`config.mk`:
```
export PLATFORM = sky130hd
export DESIGN_NAME = maze_collision
export DESIGN_NICKNAME = d
export VERILOG_FILES = /design/src/rtl/pokemaze_pkg.sv /design/src/rtl/maze_probe_gen.sv /design/src/rtl/maze_collision.sv
export SDC_FILE = /design/constraint.sdc
export NUM_CORES = 1
export LEC_CHECK = 0
export BUFFER_PORTS_ARGS = -buffer_cell sky130_fd_sc_hd__buf_2
export CORE_UTILIZATION = 55
export CTS_CLUSTER_DIAMETER = 120
export DETAILED_ROUTE_END_ITERATION = 10
export HOLD_SLACK_MARGIN = 0.1
export PLACE_DENSITY = 0.8
export SLEW_MARGIN = 15
export SYNTH_ARGS = -nofsm -noshare
export SYNTH_HDL_FRONTEND = slang
export SYNTH_SLANG_ARGS = --single-unit
export TNS_END_PERCENT = 30
```
`constraint.sdc`:
```
create_clock -name Clk -period 5.7 [get_ports Clk]
set_input_delay 0.855 -clock Clk [delete_from_list [all_inputs] [get_ports Clk]]
set_output_delay 0.855 -clock Clk [all_outputs]
set_load 0.03 [all_outputs]
```
`src/rtl/pokemaze_pkg.sv`:
```
// Shared types and screen/map geometry for the pokemaze sprite pipeline.
package pokemaze_pkg;

  localparam int SCREEN_W   = 640;
  localparam int SCREEN_H   = 480;
  localparam int TILE_SHIFT = 5;
  localparam int MAP_W      = SCREEN_W >> TILE_SHIFT;
  localparam int MAP_H      = SCREEN_H >> TILE_SHIFT;

  typedef enum logic [2:0] {
    DIR_NONE,
    DIR_L,
    DIR_R,
    DIR_U,
    DIR_D
  } dir_t;

  typedef enum logic [2:0] {
    ST_IDLE,
    ST_P0,
    ST_P1,
    ST_P2,
    ST_WAIT,
    ST_DECIDE,
    ST_BOUNCE
  } collide_state_t;

  // Facing inputs are nominally one-hot; resolve overlaps as L > R > U > D.
  function automatic dir_t pick_dir(input logic l, input logic r,
                                    input logic u, input logic d);
    if (l)      return DIR_L;
    else if (r) return DIR_R;
    else if (u) return DIR_U;
    else if (d) return DIR_D;
    else        return DIR_NONE;
  endfunction

endpackage

```
`src/rtl/maze_probe_gen.sv`:
```
// Combinational probe-point generator: latched sprite position/direction and a
// probe index give the wall-map ROM address and an off-map flag.
module maze_probe_gen
  import pokemaze_pkg::*;
#(
  parameter int SPR_W      = 20,
  parameter int SPR_H      = 20,
  parameter int TILE_SHIFT = pokemaze_pkg::TILE_SHIFT,
  parameter int MAP_W      = pokemaze_pkg::MAP_W,
  parameter int MAP_H      = pokemaze_pkg::MAP_H
) (
  input  logic [9:0] xpos,
  input  logic [9:0] ypos,
  input  logic [2:0] dir,
  input  logic [1:0] idx,
  output logic [8:0] map_addr,
  output logic       offmap
);

  localparam logic [10:0] X_LIM = 11'(MAP_W << TILE_SHIFT);
  localparam logic [10:0] Y_LIM = 11'(MAP_H << TILE_SHIFT);

  logic [10:0] x11, y11;
  logic [10:0] along_x, along_y;
  logic [10:0] px, py;
  logic [4:0]  tile_x, tile_y;

  assign x11 = {1'b0, xpos};
  assign y11 = {1'b0, ypos};

  // NOTE: every output of a combinational block gets a default first, so no
  // path through the case can leave a value held and infer a latch.
  always_comb begin
    along_x = 11'd0;
    along_y = 11'd0;
    case (idx)
      2'd1: begin
        along_x = 11'(SPR_W / 2);
        along_y = 11'(SPR_H / 2);
      end
      2'd2: begin
        along_x = 11'(SPR_W);
        along_y = 11'(SPR_H);
      end
      default: ;
    endcase
  end

  always_comb begin
    px = x11;
    py = y11;
    case (dir_t'(dir))
      DIR_R: begin
        px = x11 + 11'(SPR_W + 1);
        py = y11 + along_y;
      end
      DIR_L: begin
        px = x11 - 11'd1;
        py = y11 + along_y;
      end
      DIR_D: begin
        px = x11 + along_x;
        py = y11 + 11'(SPR_H + 1);
      end
      DIR_U: begin
        px = x11 + along_x;
        py = y11 - 11'd1;
      end
      default: ;
    endcase
  end

  // A negative coordinate wraps to >= 1024 in 11 bits, so one unsigned
  // compare per axis covers both the low and the high map edge.
  assign offmap = (px >= X_LIM) || (py >= Y_LIM);

  assign tile_x = px[TILE_SHIFT +: 5];
  assign tile_y = py[TILE_SHIFT +: 5];

  assign map_addr = offmap ? 9'd0
                           : 9'(tile_y) * 9'(MAP_W) + 9'(tile_x);

endmodule

```
`src/rtl/maze_collision.sv`:
```
// Wall-collision stage: probes the wall map at the sprite's leading edge on each
// frame tick and drives bounce requests. Optional hit counter: COLLIDE_HITCNT_EN.
module maze_collision
  import pokemaze_pkg::*;
#(
  parameter int SPR_W         = 20,
  parameter int SPR_H         = 20,
  parameter int TILE_SHIFT    = pokemaze_pkg::TILE_SHIFT,
  parameter int MAP_W         = pokemaze_pkg::MAP_W,
  parameter int MAP_H         = pokemaze_pkg::MAP_H,
  parameter int BOUNCE_FRAMES = 8
) (
  input  logic       Clk,
  input  logic       Reset,
  input  logic       frame_clk,
  input  logic       spr_on,
  input  logic [9:0] sprite_xpos,
  input  logic [9:0] sprite_ypos,
  input  logic       L,
  input  logic       R,
  input  logic       U,
  input  logic       D,
  output logic [8:0] map_addr,
  input  logic       map_wall,
  output logic       bnceL,
  output logic       bnceR,
  output logic       bnceU,
  output logic       bnceD,
  output logic       busy,
  output logic [7:0] hit_cnt
);

  localparam logic [7:0] BOUNCE_INIT = 8'(BOUNCE_FRAMES);

  collide_state_t state;
  dir_t           dir_q;
  dir_t           dir_in;
  logic [9:0]     x_q, y_q;
  logic           frame_q;
  logic           tick;
  logic [7:0]     bounce_cnt;
  logic           hit_acc;
  logic           off_q;
  logic [1:0]     probe_idx;
  logic [8:0]     probe_addr;
  logic           probe_off;

  assign tick   = frame_clk & ~frame_q;
  assign dir_in = pick_dir(L, R, U, D);

  always_comb begin
    probe_idx = 2'd0;
    case (state)
      ST_P1:   probe_idx = 2'd1;
      ST_P2:   probe_idx = 2'd2;
      default: ;
    endcase
  end

  maze_probe_gen #(
    .SPR_W      (SPR_W),
    .SPR_H      (SPR_H),
    .TILE_SHIFT (TILE_SHIFT),
    .MAP_W      (MAP_W),
    .MAP_H      (MAP_H)
  ) u_probe_gen (
    .xpos     (x_q),
    .ypos     (y_q),
    .dir      (dir_q),
    .idx      (probe_idx),
    .map_addr (probe_addr),
    .offmap   (probe_off)
  );

  assign map_addr = (state == ST_P0 || state == ST_P1 || state == ST_P2)
                    ? probe_addr : 9'd0;

  // NOTE: all state here updates with non-blocking assignments so every
  // register samples the pre-edge values of the others, as real flops do.
  always_ff @(posedge Clk) begin
    if (Reset) begin
      state      <= ST_IDLE;
      frame_q    <= 1'b0;
      x_q        <= '0;
      y_q        <= '0;
      dir_q      <= DIR_NONE;
      hit_acc    <= 1'b0;
      off_q      <= 1'b0;
      bounce_cnt <= '0;
      busy       <= 1'b0;
      bnceL      <= 1'b0;
      bnceR      <= 1'b0;
      bnceU      <= 1'b0;
      bnceD      <= 1'b0;
    end else begin
      frame_q <= frame_clk;
      if (!spr_on) begin
        state      <= ST_IDLE;
        busy       <= 1'b0;
        bounce_cnt <= '0;
        bnceL      <= 1'b0;
        bnceR      <= 1'b0;
        bnceU      <= 1'b0;
        bnceD      <= 1'b0;
      end else begin
        case (state)
          ST_IDLE: begin
            if (tick && bounce_cnt == 8'd0 && dir_in != DIR_NONE) begin
              x_q     <= sprite_xpos;
              y_q     <= sprite_ypos;
              dir_q   <= dir_in;
              hit_acc <= 1'b0;
              busy    <= 1'b1;
              state   <= ST_P0;
            end
          end
          ST_P0: begin
            off_q <= probe_off;
            state <= ST_P1;
          end
          // ROM data for the previous probe is valid now; an off-map probe
          // forces the hit whatever the ROM returned for that slot.
          ST_P1: begin
            hit_acc <= hit_acc | off_q | map_wall;
            off_q   <= probe_off;
            state   <= ST_P2;
          end
          ST_P2: begin
            hit_acc <= hit_acc | off_q | map_wall;
            off_q   <= probe_off;
            state   <= ST_WAIT;
          end
          ST_WAIT: begin
            hit_acc <= hit_acc | off_q | map_wall;
            state   <= ST_DECIDE;
          end
          ST_DECIDE: begin
            busy <= 1'b0;
            if (hit_acc) begin
              case (dir_q)
                DIR_R:   bnceL <= 1'b1;
                DIR_L:   bnceR <= 1'b1;
                DIR_D:   bnceU <= 1'b1;
                DIR_U:   bnceD <= 1'b1;
                default: ;
              endcase
              bounce_cnt <= BOUNCE_INIT;
              state      <= ST_BOUNCE;
            end else begin
              state <= ST_IDLE;
            end
          end
          ST_BOUNCE: begin
            if (tick) begin
              if (bounce_cnt <= 8'd1) begin
                bounce_cnt <= '0;
                bnceL      <= 1'b0;
                bnceR      <= 1'b0;
                bnceU      <= 1'b0;
                bnceD      <= 1'b0;
                state      <= ST_IDLE;
              end else begin
                bounce_cnt <= bounce_cnt - 8'd1;
              end
            end
          end
          default: state <= ST_IDLE;
        endcase
      end
    end
  end

`ifdef COLLIDE_HITCNT_EN
  logic decide_hit;

  assign decide_hit = spr_on && state == ST_DECIDE && hit_acc;

  // Deliberately untouched by spr_on: only Reset clears the running total.
  always_ff @(posedge Clk) begin
    if (Reset)
      hit_cnt <= '0;
    else if (decide_hit && hit_cnt != 8'hFF)
      hit_cnt <= hit_cnt + 8'd1;
  end
`else
  assign hit_cnt = 8'd0;
`endif

endmodule

```
# ---- After elaboration in Yosys (flattened, before gate mapping)
# Cells that the tools add are included.
dict set report classes {
  addsub 8
  n_bitwise 5
  muxes 37
  reduce_logical 26
  n_lt_le_gt_ge 3
  n_mul 1
  n_eq_ne 20
}
# op n
set ops {}
lappend ops {{case mux 11 bit (3 select lines)} 2}
lappend ops {{2-to-1 mux 3 bit} 8}
lappend ops {{2-to-1 mux 8 bit} 3}
lappend ops {{adder 10 x 5 -> 11 bit} 2}
lappend ops {{adder 10 x 5 -> 11 bit, second input constant} 2}
lappend ops {{subtractor 10 x 1 -> 11 bit, second input constant} 2}
lappend ops {{case mux 3 bit (7 select lines)} 1}
lappend ops {{AND reduction 5 bit} 4}
lappend ops {{2-to-1 mux 9 bit} 2}
lappend ops {{case mux 8 bit (2 select lines)} 1}
lappend ops {{== test 3 x 2 -> 1 bit, second input constant} 4}
lappend ops {{== test 3 bit, second input constant} 4}
lappend ops {{2-to-1 mux 1 bit} 12}
lappend ops {{case mux 1 bit (2 select lines)} 6}
lappend ops {{AND reduction 3 bit} 4}
lappend ops {{>= comparator 11 x 10 -> 1 bit, second input constant} 1}
lappend ops {{>= comparator 11 x 9 -> 1 bit, second input constant} 1}
lappend ops {{case mux 5 bit (2 select lines)} 1}
lappend ops {{adder 9 x 5 -> 9 bit} 1}
lappend ops {{less-or-equal comparator 8 x 1 -> 1 bit, second input constant} 1}
lappend ops {{zero test 8 bit} 1}
lappend ops {{!= test 2 x 1 -> 1 bit, second input constant} 4}
lappend ops {{!= test 2 bit, second input constant} 4}
lappend ops {{subtractor 8 x 1 -> 8 bit, second input constant} 1}
lappend ops {{other kinds (16)} 28}
dict set report totals {
  elab_cells 113
  reg_bits 42
}

# ---- Logic depth before layout (Yosys ltp)
dict set report logic_depth {
  word_depth 10
  mapped_depth 23
  mapped_depth_nobuf 23
}

# ---- Modules after synthesis
# Synthesis repeated with hierarchy kept, for this count alone.
dict set report hier_totals {
  hier_cells 476
  area_unflattened_um2 3671.0
}
# module seq_area_each_um2 n_inst cells_per_inst area_each_um2
set modules_own_cells {}
lappend modules_own_cells {maze_collision 840.8 1 253 2078.2}
lappend modules_own_cells {maze_probe_gen 0.0 1 223 1592.8}

# ---- Worst setup path after synthesis
# Ideal clock, no wire load.
dict set report synth_timing {
  path_type {flip-flop to output port}
  startpoint {register state[1]}
  endpoint {output port map_addr[7]}
  setup_slack_ns 0.292
  arrival_time_ns 4.553
  n_path_buf 1
  path_stages_with_launch 17
  cell_sequence {dfxtp_1 -> buf_2 -> nand3_1 -> ha_1 -> a21oi_1 -> ha_1 -> a21oi_1 -> nand2_1 -> o21a_1 -> o31ai_2 -> ha_1 -> ha_1 -> inv_1 -> fa_1 -> nor3b_1 -> xor2_1 -> nor3_1}
}
dict set report synth_between {
  elab_chain_cells 10
  elab_cells_between_ends 20
  classes_between {3 x add/sub; 1 x mul; 2 x order compare; 5 x eq/ne; 6 x mux; 3 x reduce/logical}
}
# item line_no
set synth_lines {}
lappend synth_lines {{start: declaration} maze_collision.sv:35} ;# collide_state_t state;
lappend synth_lines {{start signal: assignment} maze_collision.sv:82} ;# state <= ST_IDLE;
lappend synth_lines {{start signal: assignment} maze_collision.sv:98} ;# state <= ST_IDLE;
lappend synth_lines {{start signal: assignment} maze_collision.sv:114} ;# state <= ST_P0;
lappend synth_lines {{== test 3 x 2 -> 1 bit} {maze_collision.sv:53, maze_collision.sv:75}}
lappend synth_lines {{case mux 2 bit (2 select lines)} maze_collision.sv:53} ;# case (state)
lappend synth_lines {{== test 2 bit or == test 2 x 1 -> 1 bit (tied branches)} maze_probe_gen.sv:36} ;# case (idx)
lappend synth_lines {{case mux 5 bit (2 select lines)} maze_probe_gen.sv:36}
lappend synth_lines {{adder 10 x 5 -> 11 bit, on equally long branches} n/a}
lappend synth_lines {{case mux 11 bit (3 select lines)} maze_probe_gen.sv:52} ;# case (dir_t'(dir))
lappend synth_lines {{multiplier 5 x 3 -> 7 bit, or another cell as far along} maze_probe_gen.sv:81} ;# : 9'(tile_y) * 9'(MAP_W) + 9'(tile_x);
lappend synth_lines {{adder 9 x 5 -> 9 bit or logical OR 1 bit (tied branches)} {maze_probe_gen.sv:81, maze_probe_gen.sv:75}}
lappend synth_lines {{2-to-1 mux 9 bit} maze_probe_gen.sv:80} ;# assign map_addr = offmap ? 9'd0
lappend synth_lines {{2-to-1 mux 9 bit (*)} maze_collision.sv:76} ;# ? probe_addr : 9'd0;
lappend synth_lines {{end: declaration} maze_collision.sv:23} ;# output logic [8:0] map_addr,
# Mark *: on every way between the ends. The rest lies on a longest branch, timed or not.

# ---- Worst setup path in the final report
dict set report layout_timing {
  startpoint {register state[2]}
  endpoint {output port map_addr[7]}
}
# Same word-level chain as after synthesis.

==> flow_summary_export.csv <==
group,metric,value,unit
outcome,status,"complete, no violations",
timing,fmax,182,MHz
drt,drtIter0Drc,117,
min_path,hp-class,"reg -> reg",
global_route,grt_pass1_wl,12500,um
clock_tree,worst_setup_hold_path_clk_slew,0.10,ns
clock_tree,postCtsHoldBufs,0,
placement,numPlacedInstances,547,
worst_setup_path,cp-end-kind,"output port",
worst_setup_path,critPathBufInv,3,
synth,postSynthAreaPerCell,7.61,um2
worst_setup_path,required,4.85,ns
synth,synth_xor_area_share,3.63,%
power,vdd_drop_max,130,uV
worst_setup_path,critPathMostFrequentCell,"ha_1",
power,cellPowerDensity,192,nW/um2
job,maxCapViolCount,0,
synth,synth_top_family_by_area,"simple AND/OR/NAND/NOR gates",
worst_setup_path,crit_chain,"inv_1 > nand3_1 > ha_1 > a21oi_4 > ha_1 > a21oi_1 > a21bo_2 > nand3_1 > o311ai_4 > ha_1 > ha_1 > inv_1 > fa_1 > nor3b_1 > xor2_1 > nor3_1 > buf_2",
floorplanning,start_util,57.1,%
synth,synth-compound-area-share,20.1,%
worst_setup_path,crit_family,"adder cells",
synth,synthSimpleGateAreaFrac,29.2,%
clock_tree,clkLatencyLatePin,0.31,ns
floorplanning,pin_count,51,
floorplanning,die_h,80.4,um
worst_setup_path,slowest_stage,"fa_1",
timing,relSlewSlack,32.0,%
drt,drc,0,
timing,holdWs,0.459,ns
floorplanning,dieArea,6460,um2
layout,fin_cells,557,
floorplanning,fp.dieW,80.4,um
synth,yosys.area.top_type,"dfxtp_1",
synth,ys_ff_latch,42,
drt,viasPerCell,5.71,
clock_tree,cts_buffers,5,
worst_setup_path,crit_arrival,4.63,ns
synth,synth_top_cell_area_share,24.9,%
synth,yosys.area_share.adder,15.0,%
placement,gp_congestion,0.853,
placement,port_buffers,42,
layout,antenna_cells,0,
drt,dr.pass1.iters,4,
global_route,grt_antenna_before_repair,0,
layout,syn2layout_area_growth,11.0,%
drt,ant_nets,0,
floorplanning,rows,28,
clock_tree,cts_root_buffer,"clkbuf_8",
placement,hpwlAfterDp,5870,um
synth,synth_top_flop_cell,"dfxtp_1",
worst_setup_path,worstSetupStartpointType,"register",
global_route,grt_max_degree,28,
timing,tightest_slew,1.02,ns
synth,synth_cells,444,
synth,synth_mux_area_share,0.333,%
global_route,gr-usage-all-layers,24.9,%
timing,setup_viol,0,
drt,drt-total-wl,7780,um
layout,nNetsFinal,548,
layout,layout-drive-gt1-share,16.6,%
global_route,overflow,0,
worst_setup_path,worstPathMaxFanout,7,
synth,synth_area_leaders,"dfxtp_1 (25%), ha_1 (13%), a21oi_1 (8.1%)",
timing,hold_viol,0,
synth,async_flop_share,0,%
synth,ys_warn_count,0,
drt,wl_per_cell,14.0,um
floorplanning,core_area,5920,um2
synth,syn_area,3380,um2
timing,final.period_utilization,96.3,%
synth,netlist-cell-type-count,66,
timing,maxSlewViolCount,0,
clock_tree,clock_path_buffers,2,
placement,placed_area,3590,um2
layout,fin_area,3750,um2
synth,yosysSeqAreaShare,24.9,%
timing,skew,0.0111,ns
power,p_leak,1.62,nW
clock_tree,clock_sinks,42,
drt,vias,3182,
clock_tree,cts_tree,"done",
global_route,grt_pass1_vias,2824,
worst_setup_path,criticalPathCategory,"reg -> out",
clock_tree,cts-htree-levels,2,
timing,fin_crit,5.49,ns
worst_setup_path,slowest_delay,0.47,ns
synth,synth_edf_count,0,
path summary, 6_finish.rpt:
path / start / to / slack [ns] / depth (start not counted)
setup reg to reg: state[2] / off_q / 2.29 / 13
hold reg to reg: y_q[0] / y_q[0] / 0.46 / 2
setup / recovery: state[2] / map_addr[7] / 0.21 / 17
hold / removal: y_q[0] / y_q[0] / 0.46 / 2
layer usage:
layer  global-route usage [%]  vias up  routed length, um
li1                         -     1621                  -
met1                     31.0     1479               3580
met2                     42.4       67               3760
met3                     4.32       15                290
met4                     9.29        0                147
met5                        0        -                  0
synth_stat cells, types with 5 or more instances:
| cell | n |
|---|---|
| a21o_1 | 6 |
| a21oi_1 | 55 |
| buf_4 | 8 |
| clkbuf_1 | 10 |
| dfxtp_1 | 42 |
| ha_1 | 34 |
| inv_1 | 22 |
| nand2_1 | 72 |
| nand2b_1 | 9 |
| nand3_1 | 13 |
| nor2_1 | 45 |
| nor3_1 | 19 |
| o21ai_0 | 12 |
| xnor2_1 | 9 |
| xor2_1 | 5 |
report_power, final:
part	leakage, nW	switching, mW	total (mW)	internal [mW]
sequential	0.341	0.00758	0.309	0.302
clock	0.0506	0.127	0.218	0.0918
combinational	1.22	0.119	0.193	0.0746
total	1.62	0.253	0.721	0.468
metrics by stage:
| step | total power, mW | util (%) | TNS, ns | setup WS, ns |
|---|---|---|---|---|
| CTS | 0.721 | 62.4 | 0 | 0.0147 |
| global placement | 0.498 | 60.7 | 0 | 0.353 |
| floorplan | 0.465 | - | 0 | 0.292 |
| detailed placement | 0.502 | 60.7 | 0 | 0.180 |
| finish | 0.721 | 63.4 | 0 | 0.212 |
| global route | 0.760 | 63.4 | -0.0347 | -0.0347 |
repair_timing:
action / in CTS / in global routing
pin swaps: 0 / 2
cloned: 0 / 0
gates resized for setup: 1 / 10
buffers inserted: 0 / 2
setup endpoints to repair: 2 / 3
cells in the final DEF (no fill, tap or decap), types with 9 or more instances in the layout:
master    count
dfxtp_1      41
nand2b_1      9
buf_2        42
inv_1        22
nand2_1      72
o21ai_0      11
ha_1         34
nor3_1       18
xnor2_1       9
a21oi_1      53
nand3_1      13
nor2_1       45
final cells by class:
class	count	area (um2)
Tap cell	75	93.8
Timing Repair Buffer	47	248
Fill cell	538	2170
Multi-Input combinational cell	362	2380
Inverter	23	86.3
Clock inverter	3	28.8
Clock buffer	5	68.8
Sequential cell	42	842
worst reg2reg max path, stage by stage, from the launching register on:
cell and delay [ns]:
dfxtp_1 0.37, inv_1 0.16, nand3_1 0.16, ha_1 0.37, a21oi_4 0.28, ha_1 0.34
a21oi_1 0.21, nand2_1 0.13, o21a_1 0.20, o31ai_2 0.26, buf_4 0.19, nand2_4 0.06
nor3b_4 0.47, o31a_1 0.17
state kept, by name, indices dropped and copies added (netlist names):
name / count
bounce_cnt: 8
state: 3
dir_q: 3
bnceR: 1
frame_q: 1
x_q: 10
bnceL: 1
off_q: 1
bnceU: 1
busy: 1
bnceD: 1
y_q: 10
hit_acc: 1
cell families (layout without fill, tap and decap cells):
kind of cell	Yosys count	after routing
buf+inv	47	78
compound gates	104	104
xor+xnor	14	14
flops	42	42
simple gates	197	197
other cells	1	8
mux	1	1
fa+ha+maj	38	38
Power figures use the tool's default switching activity.
